<file path="config.mk">
export PLATFORM = sky130hd
export DESIGN_NAME = layer_priority_ctrl
export DESIGN_NICKNAME = d
export VERILOG_FILES = /design/src/rtl/layer_priority_ctrl_pkg.sv /design/src/rtl/layer_priority_ctrl_blink_timer.sv /design/src/rtl/layer_priority_ctrl.sv
export SDC_FILE = /design/constraint.sdc
export NUM_CORES = 1
export LEC_CHECK = 0
export ABC_AREA = 1
export CAP_MARGIN = 40
export CORE_MARGIN = 5
export CORE_UTILIZATION = 51
export CTS_CLUSTER_DIAMETER = 30
export DETAILED_ROUTE_END_ITERATION = 7
export GPL_TIMING_DRIVEN = 0
export PLACE_DENSITY_LB_ADDON = 0.25
export SYNTH_ARGS = -nofsm -noshare
export SYNTH_HDL_FRONTEND = slang
export SYNTH_SLANG_ARGS = --single-unit
</file>
<file path="constraint.sdc">
create_clock -name clk -period 1.2 [get_ports clk]
set_input_delay 0.24 -clock clk [delete_from_list [all_inputs] [get_ports clk]]
set_output_delay 0.24 -clock clk [all_outputs]
set_load 0.02 [all_outputs]
</file>
<file path="src/rtl/layer_priority_ctrl_pkg.sv">
// Shared types for the VGA layer priority controller: layer indices, masks,
// configuration FSM states and the blink phase.
package layer_priority_ctrl_pkg;

    typedef enum logic [1:0] {
        LAYER_BALL  = 2'd0,
        LAYER_HOLE2 = 2'd1,
        LAYER_HOLE1 = 2'd2,
        LAYER_HART  = 2'd3
    } layer_idx_t;

    typedef logic [3:0] layer_mask_t;

    typedef enum logic [1:0] {
        CFG_IDLE,
        CFG_PENDING,
        CFG_COMMIT
    } cfg_state_t;

    typedef enum logic {
        PHASE_OFF = 1'b0,
        PHASE_ON  = 1'b1
    } blink_phase_t;

    localparam int HOLE2_BIT = 1;

    // Blink can only hide the hole2 layer, never reveal one that config disabled.
    function automatic layer_mask_t apply_blink(input layer_mask_t en,
                                                input logic active,
                                                input blink_phase_t phase);
        layer_mask_t m;
        m = en;
        if (active && phase == PHASE_OFF)
            m[HOLE2_BIT] = 1'b0;
        return m;
    endfunction

endpackage

</file>
<file path="src/rtl/layer_priority_ctrl_blink_timer.sv">
// Frame-counted blink sequencer: runs for BLINK_FRAMES frames, toggling the
// phase every BLINK_PERIOD frames; a restart pulse begins again from frame 0.
module frame_blink_timer
    import layer_priority_ctrl_pkg::*;
#(
    parameter int BLINK_FRAMES = 60,
    parameter int BLINK_PERIOD = 8
) (
    input  logic         clk,
    input  logic         reset,
    input  logic         start_of_frame,
    input  logic         restart,
    output logic         active,
    output blink_phase_t phase
);

    localparam int FW = $clog2(BLINK_FRAMES + 1);
    localparam int PW = $clog2(BLINK_PERIOD + 1);
    localparam logic [FW-1:0] LAST_FRAME = FW'(BLINK_FRAMES - 1);
    localparam logic [PW-1:0] LAST_PHASE = PW'(BLINK_PERIOD - 1);

    logic [FW-1:0] frame_cnt;
    logic [PW-1:0] phase_cnt;

    // Restart takes priority over a coincident frame start, so that frame is not counted.
    always_ff @(posedge clk) begin
        if (reset) begin
            active    <= 1'b0;
            phase     <= PHASE_OFF;
            frame_cnt <= '0;
            phase_cnt <= '0;
        end else if (restart) begin
            active    <= 1'b1;
            phase     <= PHASE_OFF;
            frame_cnt <= '0;
            phase_cnt <= '0;
        end else if (active && start_of_frame) begin
            if (frame_cnt == LAST_FRAME) begin
                active    <= 1'b0;
                phase     <= PHASE_OFF;
                frame_cnt <= '0;
                phase_cnt <= '0;
            end else begin
                frame_cnt <= frame_cnt + 1'b1;
                if (phase_cnt == LAST_PHASE) begin
                    phase_cnt <= '0;
                    phase     <= (phase == PHASE_ON) ? PHASE_OFF : PHASE_ON;
                end else begin
                    phase_cnt <= phase_cnt + 1'b1;
                end
            end
        end
    end

endmodule

</file>
<file path="src/rtl/layer_priority_ctrl.sv">
// Layer configuration sequencer for the VGA object mux: buffers game-logic
// updates and commits them at frame start, and overlays the hole blink.
module layer_priority_ctrl
    import layer_priority_ctrl_pkg::*;
#(
    parameter layer_mask_t RESET_EN     = 4'b0111,
    parameter int          BLINK_FRAMES = 60,
    parameter int          BLINK_PERIOD = 8
) (
    input  logic       clk,
    input  logic       reset,
    input  logic       startOfFrame,
    input  logic       cfg_req,
    input  logic [3:0] cfg_en,
    input  logic [1:0] cfg_top,
    output logic       cfg_busy,
    output logic       cfg_ack,
    input  logic       hole_event,
    output logic [3:0] layer_en,
    output logic [1:0] top_sel,
    output logic       blink_active
);

    cfg_state_t   state;
    cfg_state_t   next_state;
    layer_mask_t  shadow_en;
    layer_idx_t   shadow_top;
    layer_mask_t  committed_en;
    layer_idx_t   committed_top;
    blink_phase_t blink_phase;

    // Shadow is written only on the IDLE accept; committed regs only in COMMIT.
    always_ff @(posedge clk) begin
        if (reset) begin
            state         <= CFG_IDLE;
            shadow_en     <= '0;
            shadow_top    <= LAYER_BALL;
            committed_en  <= RESET_EN;
            committed_top <= LAYER_BALL;
        end else begin
            state <= next_state;
            if (state == CFG_IDLE && cfg_req) begin
                shadow_en  <= cfg_en;
                shadow_top <= layer_idx_t'(cfg_top);
            end
            if (state == CFG_COMMIT) begin
                committed_en  <= shadow_en;
                committed_top <= shadow_top;
            end
        end
    end

    always_comb begin
        next_state = state;
        cfg_busy   = 1'b0;
        cfg_ack    = 1'b0;
        case (state)
            CFG_IDLE: begin
                if (cfg_req)
                    next_state = CFG_PENDING;
            end
            CFG_PENDING: begin
                cfg_busy = 1'b1;
                if (startOfFrame)
                    next_state = CFG_COMMIT;
            end
            CFG_COMMIT: begin
                cfg_busy   = 1'b1;
                cfg_ack    = 1'b1;
                next_state = CFG_IDLE;
            end
            default: next_state = CFG_IDLE;
        endcase
    end

    frame_blink_timer #(
        .BLINK_FRAMES(BLINK_FRAMES),
        .BLINK_PERIOD(BLINK_PERIOD)
    ) u_blink (
        .clk           (clk),
        .reset         (reset),
        .start_of_frame(startOfFrame),
        .restart       (hole_event),
        .active        (blink_active),
        .phase         (blink_phase)
    );

    assign layer_en = apply_blink(committed_en, blink_active, blink_phase);
    assign top_sel  = committed_top;

endmodule
</file>
**Word-level counts from Yosys, hierarchy flattened**

Cells that the tools add are included.

- $add $sub $neg: 2
- Eq/ne operators: 6
- Multiplexer cells: 15
- Bitwise logic cells: 1
- Reduce and logical (&&, ||, !) cells: 12

Operators by type and width:

| kind | number |
|---|---|
| two-way mux 1 bit | 9 |
| two-way mux 4 bit | 2 |
| adder 6 x 1 -> 6 bit (second input constant) | 1 |
| == test 6 bit (second input constant) | 1 |
| two-way mux 6 bit | 1 |
| AND reduction 2 bit | 3 |
| nonzero test 2 bit | 3 |
| adder 4 x 1 -> 4 bit (second input constant) | 1 |
| == test 4 x 3 -> 1 bit (second input constant) | 1 |
| two-way mux 2 bit | 2 |
| != test 2 bit (second input constant) | 2 |
| one-hot mux 2 bit (2 select lines) | 1 |
| OR reduction 2 bit | 2 |
| logical AND 1 bit | 3 |
| == test 2 x 1 -> 1 bit (second input constant) | 1 |
| == test 2 bit (second input constant) | 1 |
| logical NOT 2 bit | 1 |
| NOT 1 bit | 1 |

- Flip-flop bits (word level): 26
- Bits of input ports: 11
- Output and inout port bits: 9
- Logic and storage cells: 45

**Logic depth before layout (Yosys ltp)**

Gate-level depths: netlist (run 1).

- Word-level depth: 4
- Mapped depth: 8
- Gate-level depth less buffers: 8

**Hierarchy**

A second synthesis (run 1) with hierarchy kept.

- Cells, all modules: 167
- Area total of the unflattened synthesis: 1237.4 sq um

By module, submodules not included:

| module | times used | cells an instance | area an instance (sq um) | sequential area each (sq um) |
|---|---|---|---|---|
| frame_blink_timer | 1 | 87 | 634.4 | 240.2 |
| layer_priority_ctrl | 1 | 80 | 603.1 | 280.3 |

**Worst setup path after synthesis (run 1)**

Ideal clock, no wire load.

- Path type: reg-to-output
- Start: register u_blink.active
- End: output layer_en[1]
- Arrival time: 0.939 ns
- Required time: 0.960 ns
- Setup slack: 0.021 ns
- Cell stages (with the launch flop): 2
- Buffers on the path: 0
- Path through: dfxtp_1 -> a21boi_0

- Longest elaborated chain between the ends: 2

Ends and longest elaborated chain:

| element | line | text |
|---|---|---|
| start, declared | layer_priority_ctrl_blink_timer.sv:13 | `output logic active,` |
| start signal, assigned | layer_priority_ctrl_blink_timer.sv:28 | `active <= 1'b0;` |
| start signal, assigned | layer_priority_ctrl_blink_timer.sv:33 | `active <= 1'b1;` |
| start signal, assigned | layer_priority_ctrl_blink_timer.sv:39 | `active <= 1'b0;` |
| logical AND 1 bit | layer_priority_ctrl_pkg.sv:33 | `if (active && phase == PHASE_OFF)` |
| two-way mux 1 bit | layer_priority_ctrl_pkg.sv:33 |  |
| end, declared | layer_priority_ctrl.sv:19 | `output logic [3:0] layer_en,` |

No other way between the ends.

**Worst setup path in the final report (run 1)**

- Start: register state[0]
- End: output cfg_busy

- Longest elaborated chain between the ends: 3
- Elaborated cells between the ends (all ways): 4
- Those cells by class: 2 x eq/ne; 1 x mux; 1 x reduce/logical

Ends and longest elaborated chain:

| element | line | text |
|---|---|---|
| start, declared | layer_priority_ctrl.sv:24 | `cfg_state_t state;` |
| start signal, assigned | layer_priority_ctrl.sv:41 | `state <= next_state;` |
| == test 2 bit / == test 2 x 1 -> 1 bit (equally long branches) | layer_priority_ctrl.sv:57 | `case (state)` |
| OR reduction 2 bit (no line) * | n/a |  |
| two-way mux 1 bit * | layer_priority_ctrl.sv:57 |  |
| end, declared | layer_priority_ctrl.sv:16 | `output logic cfg_busy,` |

Mark *: on every way between the ends. The rest lies on a longest branch, timed or not.

==> results.toml, run 1 <==
[floorplan]
die_h_um = 57.6
die_w_um = 57.6
rows = 17
start_util_pct = 52.8
io_pins = 20
core_area_sq_um = 2190
dieArea_sq_um = 3320

[logic_synthesis]
syn_inst = 155
ys_ff_latch = 26
ys_seq_area_share_pct = 45.0
netlist_area_sq_um = 1160
yosysWarnings = 0
synth.avg_cell_area_sq_um = 7.47
synth_fp_nets = 172
synth_cell_types = 20

[critical_path]
criticalPathCategory = "register to output pin"
crit_required_ns = 0.96
reg2reg_from = "state[1]"
critical_path.max_fanout = 3
r2r_cells = 8
r2r-end = "state[0]"
worst_setup_path_end_kind = "output pin"
startpoint = "state[0]"
r2r_slack_ns = -0.04
start_kind = "register"
arrival_ns = 1.11

[power]
power.leakage_nw = 0.708
power_density_nw_per_um2 = 1450
peakVddDrop_mv = 1.39

[timing]
fin_tns_setup_ns = -0.422
rsz0062_at_grt = "true"
slew_viol_final = 0
fmax_mhz = 740
worst_pin_slew_ns = 0.385
slew_headroom_pct = 74.3
setup_viol_count_final = 7
worst_slack_ns = -0.152
period_needed_ns = 1.35
hold_violations = 0
finalCritPeriodShare_pct = 113
skew_ns = 0.00530

[placed_design]
hpwl_mm = 1.77
pre_cts_slack_ns = -0.424
portBuffers = 19
place_congestion = 0.798

[cts]
hold_buffers = 0
cts_buffers = 3
ctsRootBufferMaster = "clkbuf_4"
clk_path_buf_depth = 2
cts_sinks = 26
clk_pin_slew_ns = 0.14
clock_latency_ns = 0.33
tritoncts = "yes"
htreeDepth = 1

[route]
wl_met2_mm = 1.65
routed_wirelength_mm = 2.94
ant_nets = 0
viasPerCell = 5.05
firstDrtPassIters = 4
num_vias = 1110
dr_wl_met3_um = 123
wl_per_cell_um = 13.4
drc = 0
drt-initial-drc-count = 42
routed.top_layer = "met4"
wl_met1_mm = 1.10

[global_routing]
grt_pass1_wl_mm = 4.34
grt_use_total_pct = 16.4
antenna_found_initial = 0
grt_max_degree = 15
grt_overflow_total = 0
grt_pass1_vias = 1045

[status]
outcome = "complete, but fails checks"
violations = "setup timing"

[hold_path]
min-delay-start = "committed_en[1]"
holdPathStages = 2
holdCritPathClass = "register to register"
hold-path-endpoint = "committed_en[1]"

[cells_and_area]
layout-drive-gt1-share_pct = 40.1
n_fill_cell = 144
diodes = 0
nets = 210
final_cell_mix = "28 x nor2_1, 18 x nand2_1, 15 x dfxtp_1"
layout_commonest_cell = "nor2_1"
area_growth_pct = 49.2

[job]
maxCapViolCount = 0
state kept, by name, indices dropped and copies added, names as in the netlist:
register	flops
committed_en	4
u_blink.frame_cnt	6
state	2
u_blink.active	1
u_blink.phase	1
u_blink.phase_cnt	4
shadow_top	2
top_sel	2
shadow_en	4
how the worst max path moves through the flow:
stage | end | slack [ns]
floorplan | layer_en[1] | 0.02
global placement | cfg_ack | -0.40
detailed placement | cfg_ack | -0.42
CTS | cfg_busy | -0.15
global route | cfg_busy | -0.21
finish | cfg_busy | -0.15
power by group:
group | leakage, nW | switching (mW) | internal [mW] | total [mW]
logic | 0.472 | 0.507 | 0.489 | 0.996
registers | 0.215 | 0.0740 | 0.984 | 1.06
clock network | 0.0210 | 0.265 | 0.186 | 0.451
total | 0.708 | 0.846 | 1.66 | 2.50
routing by layer:
layer,GRT usage (%),vias up
met2,31.3,34
li1,-,558
met5,0,-
met3,3.34,7
met4,6.29,0
met1,17.4,511
layout make-up:
class | count | area (sq um) | area share, %
Buffer | 3 | 27.5 | 1.59
Clock buffer | 4 | 36.3 | 2.10
Inverter | 20 | 86.3 | 5.00
Multi-Input combinational cell | 104 | 667 | 38.6
Sequential cell | 26 | 537 | 31.1
Tap cell | 28 | 35.0 | 2.03
Timing Repair Buffer | 35 | 338 | 19.6
worst max-delay path, cell delays in order, from the launching register on:
cell,delay [ns]
dfxtp_2,0.38
inv_4,0.05
ha_4,0.25
buf_6,0.10
timing repair:
item                       in CTS  in global routing
setup buffers                   9                  6
pin swaps                       1                  9
setup endpoints to repair      28                 31
gates cloned                    0                  1
gates resized for setup        58                 52
synth_stat cells, drive strengths merged:
cell | n | area [sq um]
a21oi | 5 | 25.0
nor3 | 3 | 15.0
nor2 | 36 | 143
dfxtp | 26 | 521
a21boi | 1 | 7.51
nor3b | 3 | 22.5
nand3 | 7 | 35.0
ha | 6 | 75.1
buf | 5 | 38.8
xor2 | 2 | 17.5
nand2 | 24 | 95.1
inv | 20 | 75.1
o21ai | 15 | 75.1
nand4 | 2 | 12.5
metrics by stage:
stage / hold WS [ns] / util, % / cells / power [mW] / instance area (sq um)
finish: 0.471 / 78.8 / 220 / 2.50 / 1730
global route: 0.481 / 78.8 / 220 / 2.67 / 1730
CTS: 0.463 / 68.9 / 215 / 2.25 / 1510
detailed placement: 0.449 / 63.1 / 202 / 1.69 / 1380
global placement: 0.437 / 63.1 / 202 / 1.66 / 1380
floorplan: 0.312 / - / 155 / 1.44 / 1160
cell families after synthesis:
family	share of synthesized area, %
xor gates and xnor gates	1.51
AOI/OAI and AO/OA	9.30
adders and majority gates	6.49
buffers and inverters	9.84
and+or+nand+nor	27.9
DFF	45.0
No activity file was read; power rests on OpenSTA's default activity.
==> run 2: changes to the inputs <==
--- a/config.mk
+++ b/config.mk
@@ -8,7 +8,7 @@
 export ABC_AREA = 1
 export CAP_MARGIN = 40
 export CORE_MARGIN = 5
-export CORE_UTILIZATION = 51
+export CORE_UTILIZATION = 45
 export CTS_CLUSTER_DIAMETER = 30
 export DETAILED_ROUTE_END_ITERATION = 7
 export GPL_TIMING_DRIVEN = 0
==> run 2 against run 1 <==
  * Non-clock buffer count down 1
  * Via count fell by 1.6%
  * Count of clock-buffer cells in the layout unchanged
  * Hold slack worse by 0.0065 ns
  * Clock skew rose by 0.00057 ns
  * Global-route usage is 1.3 points lower
  * Utilization is 9.9 points lower
  * Power down 4.7%
  * First-iteration DRC count up 48%
  * The flow still finishes with violations (setup timing)
==> results.toml, run 2 (synthesized netlist as in run 1, its figures left out) <==
[critical_path]
worst_setup_path_end_kind = "output pin"
r2r-end = "u_blink.active"
start_kind = "register"
reg2reg_from = "u_blink.active"
critical_path.max_fanout = 2
critPathCapture = "cfg_busy"
r2r_cells = 7
arrival_ns = 1.11
r2r_slack_ns = -0.01
crit_required_ns = 0.96
startpoint = "state[1]"
criticalPathCategory = "register to output pin"

[timing]
worst_slack_ns = -0.147
hold_violations = 0
rsz0062_at_grt = "true"
slew_viol_final = 0
worst_pin_slew_ns = 0.413
setup_viol_count_final = 4
finalCritPeriodShare_pct = 112
period_needed_ns = 1.35
fmax_mhz = 742
slew_headroom_pct = 72.4
skew_ns = 0.00586

[route]
wl_per_cell_um = 12.5
num_vias = 1092
viasPerCell = 4.94
firstDrtPassIters = 4
drt-initial-drc-count = 62
ant_nets = 0
drc = 0
routed_wirelength_mm = 2.77

[global_routing]
grt_pass1_wl_mm = 4.18
grt_max_degree = 15
grt_use_total_pct = 15.1
antenna_found_initial = 0
grt_overflow_total = 0
grt_pass1_vias = 1024

[cts]
tritoncts = "yes"
htreeDepth = 1
ctsRootBufferMaster = "clkbuf_4"
clk_pin_slew_ns = 0.13
clock_latency_ns = 0.33
cts_sinks = 26
hold_buffers = 0
cts_buffers = 3
clk_path_buf_depth = 2

[status]
outcome = "complete, but fails checks"
violations = "setup timing"

[floorplan]
rows = 18
die_h_um = 60.7
core_area_sq_um = 2480
io_pins = 20
die_w_um = 60.7
start_util_pct = 46.7
dieArea_sq_um = 3690

[cells_and_area]
design_area_sq_um = 1710
nets = 209
layout-drive-gt1-share_pct = 39.8
regMostFlops = "u_blink.frame_cnt"
diodes = 0
layout_commonest_cell = "nor2_1"
final_cell_mix = "29 x nor2_1, 17 x nand2_1, 14 x buf_4, 14 x dfxtp_1, 12 x o21ai_0"
largest_reg_flops = 6
area_growth_pct = 47.5

[hold_path]
holdCritPathClass = "input pin to register"

[placed_design]
pre_cts_slack_ns = -0.422
place_congestion = 0.814
placed_cell_area_sq_um = 1390
portBuffers = 19
hpwl_mm = 1.73

[power]
power_density_nw_per_um2 = 1400
peakVddDrop_mv = 1.03
power.leakage_nw = 0.716

[job]
maxCapViolCount = 0
[run 2: changes by cell type in the layout (fill, tap and decap cells not counted), sizes merged]
cell / before / now
inv: 19 / 20
clkinvlp: 1 / 0
buf: 27 / 26
[run 2: per-layer routing]
metal,share of wire [%],global-route usage (%),vias up,routed length [um]
met2,55,27.0,22,1510
met5,0,0,-,0
li1,-,-,559,-
met1,41,17.6,506,1130
met3,3.1,3.19,5,87
met4,1.5,5.57,0,42
[run 2: stage by stage]
stage               TNS [ns]  instances  util, %  hold WS, ns  power, mW
CTS                   -0.346        216     60.8        0.476       2.25
global route           -1.28        221     68.9        0.469       2.55
global placement       -5.13        204     55.9        0.438       1.66
detailed placement     -5.60        204     55.9        0.441       1.69
floorplan                  0        155        -        0.312       1.44
finish                -0.327        221     68.9        0.465       2.39
[run 2: power breakdown]
group	total (mW)	internal (mW)	switching [mW]
registers	1.06	0.985	0.0761
clock network	0.447	0.186	0.261
logic	0.879	0.420	0.459
[run 2: cell type report]
type,instances,area [sq um]
Sequential cell,26,538
Tap cell,30,37.5
Multi-Input combinational cell,104,663
Clock buffer,4,36.3
Timing Repair Buffer,34,319
Buffer,3,27.5
Inverter,20,85.1
Fill cell,195,771
[run 2: timing repair]
action | 4_1_cts | 5_1_grt
pin swaps | 1 | 14
setup endpoints to repair | 17 | 27
gates resized for setup | 62 | 47
gates cloned | 0 | 1
setup buffers | 8 | 6
[run 2: worst min path at each step]
stage,startpoint,endpoint,cells after the start
6_report,startOfFrame,state[0],3
3_3_place_gp,committed_en[1],committed_en[1],2
4_1_cts,committed_en[1],committed_en[1],2
3_5_place_dp,committed_en[1],committed_en[1],2
5_1_grt,startOfFrame,state[0],3
2_1_floorplan,reset,u_blink.active,1
[run 2: critical path, stage by stage (launching register included)]
cell and delay (ns):
dfxtp_2 0.38, inv_4 0.04, ha_4 0.25, buf_6 0.10
==> run 3: changes to the inputs <==
--- a/config.mk
+++ b/config.mk
@@ -5,13 +5,11 @@
 export SDC_FILE = /design/constraint.sdc
 export NUM_CORES = 1
 export LEC_CHECK = 0
-export ABC_AREA = 1
 export CAP_MARGIN = 40
 export CORE_MARGIN = 5
 export CORE_UTILIZATION = 45
 export CTS_CLUSTER_DIAMETER = 30
 export DETAILED_ROUTE_END_ITERATION = 7
-export GPL_TIMING_DRIVEN = 0
 export PLACE_DENSITY_LB_ADDON = 0.25
 export SYNTH_ARGS = -nofsm -noshare
 export SYNTH_HDL_FRONTEND = slang
==> run 3 against run 2 <==
  * Critical path depth unchanged
  * The run still ends with setup timing left
  * Register-to-register slack worse by 0.08 ns
  * Utilization up 0.071 points
  * Critical path type unchanged
  * Wire length up 6.2%
  * Cell count down 10%
  * First-iteration DRC count down 48%
  * Synthesized cell count down 16%
  * Clock power up 39%
  * Clock skew up 0.00076 ns
  * Global-route usage up 1.8 points
  * Highest routed layer unchanged
  * Sequential share of layout area down 0.11 points
==> results.toml, run 3 <==
[status]
outcome = "complete, but fails checks"
violations = "setup timing"

[logic_synthesis]
synth_fp_nets = 147
synth_area_leaders = "dfxtp_1 45%, ha_1 6.5%, a21oi_1 6.1%"
netlist_area_sq_um = 1150
postSynth.asyncResetShare_pct = 0
synth_top_area_share_pct = 45.3
yosys_most_used_dff = "dfxtp_1"
synth_edf_count = 0
synthTopCellsByCount = "26 x dfxtp_1, 14 x a21oi_1, 14 x nand2_1"
synth_cell_types = 29
syn_inst = 130
ys_ff_latch = 26
synth.avg_cell_area_sq_um = 8.85
yosys.cell_count.top_type = "dfxtp_1"
ys_seq_area_share_pct = 45.3
synth_area_leader_cell = "dfxtp_1"
yosysWarnings = 0

[timing]
fmax_mhz = 740
slew_headroom_pct = 84.1
finalCritPeriodShare_pct = 113
slew_viol_final = 0
period_needed_ns = 1.35
setup_viol_count_final = 5
worst_slack_ns = -0.151
rsz0062_at_grt = "true"
worst_pin_slew_ns = 0.237
hold_violations = 0
skew_ns = 0.00662

[hold_path]
holdCritPathClass = "input pin to register"
min-delay-start = "cfg_en[3]"

[power]
peakVddDrop_mv = 0.982
power_density_nw_per_um2 = 1230
power.leakage_nw = 0.671

[cells_and_area]
largest_reg_flops = 6
design_area_sq_um = 1690
nets = 187
final_cell_mix = "22 x buf_4, 19 x dfxtp_1, 14 x nand2_1, 10 x nor2_1, 10 x clkdlybuf4s50_1"
area_growth_pct = 47.2
diodes = 0
layout-drive-gt1-share_pct = 42.0
regMostFlops = "u_blink.frame_cnt"
n_fill_cell = 182
layout_commonest_cell = "buf_4"

[critical_path]
startpoint = "state[0]"
arrival_ns = 1.11
crit_buf_inv = 2
slowest_stage = "dfxtp_2"
criticalPathCategory = "register to output pin"
reg2reg_from = "u_blink.active"
worst_setup_path_end_kind = "output pin"
crit_required_ns = 0.96
slowest_delay_ns = 0.36
critical_path.max_fanout = 3
start_kind = "register"
path_cells = "inv_2, ha_4, buf_6"
critical-path-top-delay-family = "flip-flops"

[cts]
ctsRootBufferMaster = "clkbuf_4"
hold_buffers = 0
htreeDepth = 1
clk_path_buf_depth = 2
clk_pin_slew_ns = 0.15
cts_sinks = 26
cts_buffers = 3
clock_latency_ns = 0.34
tritoncts = "yes"

[global_routing]
grt_pass1_vias = 1086
antenna_found_initial = 0
grt_use_total_pct = 16.9
grt_max_degree = 16
grt_pass1_wl_mm = 4.54
grt_overflow_total = 0

[floorplan]
die_w_um = 60.6
rows = 18
io_pins = 20
die_h_um = 60.6
start_util_pct = 46.8
dieArea_sq_um = 3670
core_area_sq_um = 2450

[placed_design]
hpwl_mm = 1.92
placed_cell_area_sq_um = 1490
portBuffers = 19
pre_cts_slack_ns = -0.469
place_congestion = 0.865

[route]
viasPerCell = 5.29
ant_nets = 0
routed_wirelength_mm = 2.95
num_vias = 1052
firstDrtPassIters = 4
drc = 0
drt-initial-drc-count = 32
wl_per_cell_um = 14.8

[job]
maxCapViolCount = 0
## run 3: changes by cell type in the layout (fill, tap and decap cells not counted), moves of 4 or more
cell     previous run  this run
a21oi_1             3         9
inv_1              11         1
o21ai_0            12         2
dfxtp_1            14        19
buf_4              14        22
nor2_1             29        10
nand2_2             6         0
dfxtp_2            11         6
inv_4               4         0
mux2i_1             0         6
## run 3: repair_timing
action | CTS | global route
setup endpoints to repair | 18 | 22
gates resized for setup | 62 | 16
setup buffers | 4 | 3
pin swaps | 8 | 11
## run 3: final cells by class
type / count / area, sq um / share of cell area [%]
well taps: 30 / 37.5 / 2.22
clock buffers: 3 / 22.5 / 1.33
inverters: 4 / 15.0 / 0.887
clock inverters: 1 / 30.0 / 1.77
repair buffers: 44 / 369 / 21.8
multi-input cells: 91 / 687 / 40.6
flip-flops and latches: 26 / 532 / 31.4
## run 3: per-layer routing
layer  part of all wire [%]  vias to the layer above  track usage, %
met3                    3.9                       11            3.83
met4                    3.6                        0            10.5
met2                     53                       32            29.8
met1                     40                      489            18.3
li1                       -                      520               -
met5                      0                        -               0
## run 3: stage by stage
| step | hold slack, ns | TNS, ns | cells | utilization [%] | power (mW) |
|---|---|---|---|---|---|
| 2_1_floorplan | 0.309 | -0.274 | 130 | - | 1.25 |
| 3_3_place_gp | 0.442 | -4.77 | 189 | 60.6 | 1.38 |
| 3_5_place_dp | 0.451 | -5.53 | 189 | 60.6 | 1.39 |
| 4_1_cts | 0.454 | -0.386 | 196 | 66.4 | 2.06 |
| 5_1_grt | 0.465 | -1.04 | 199 | 69.0 | 2.18 |
| 6_report | 0.456 | -0.431 | 199 | 69.0 | 2.08 |
## run 3: final timing paths
path | end | slack, ns | cells after the start
min reg2reg | shadow_top[0] | 0.48 | 2
min | shadow_en[3] | 0.46 | 3
max | cfg_busy | -0.15 | 3
max reg2reg | u_blink.phase_cnt[2] | -0.09 | 6
## run 3: kinds of logic (layout without fill, tap and decap cells)
kind of cell               after synthesis  in the layout  share of synthesized area [%]
and+or+nand+nor                         54             54                           23.4
muxes                                    6              6                           5.22
xor gates and xnor gates                 4              4                           3.05
AOI/OAI and AO/OA                       21             21                           10.6
adders and majority gates                6              6                           6.53
DFF                                     26             26                           45.3
buffers and inverters                   13             52                           5.98
## run 3: power breakdown
part           switching (mW)  total [mW]  internal, mW
logic                   0.248       0.518         0.270
registers              0.0281       0.944         0.916
clock network           0.282       0.620         0.338
total                   0.558        2.08          1.52
## run 3: worst register-to-register path: cells and delay by family (launching register included)
kind | cells | cell delay (ns)
AO/OA/AOI/OAI | 1 | 0.21
AND/OR/NAND/NOR | 2 | 0.22
flip-flops | 1 | 0.38
buffers and inverters | 3 | 0.39
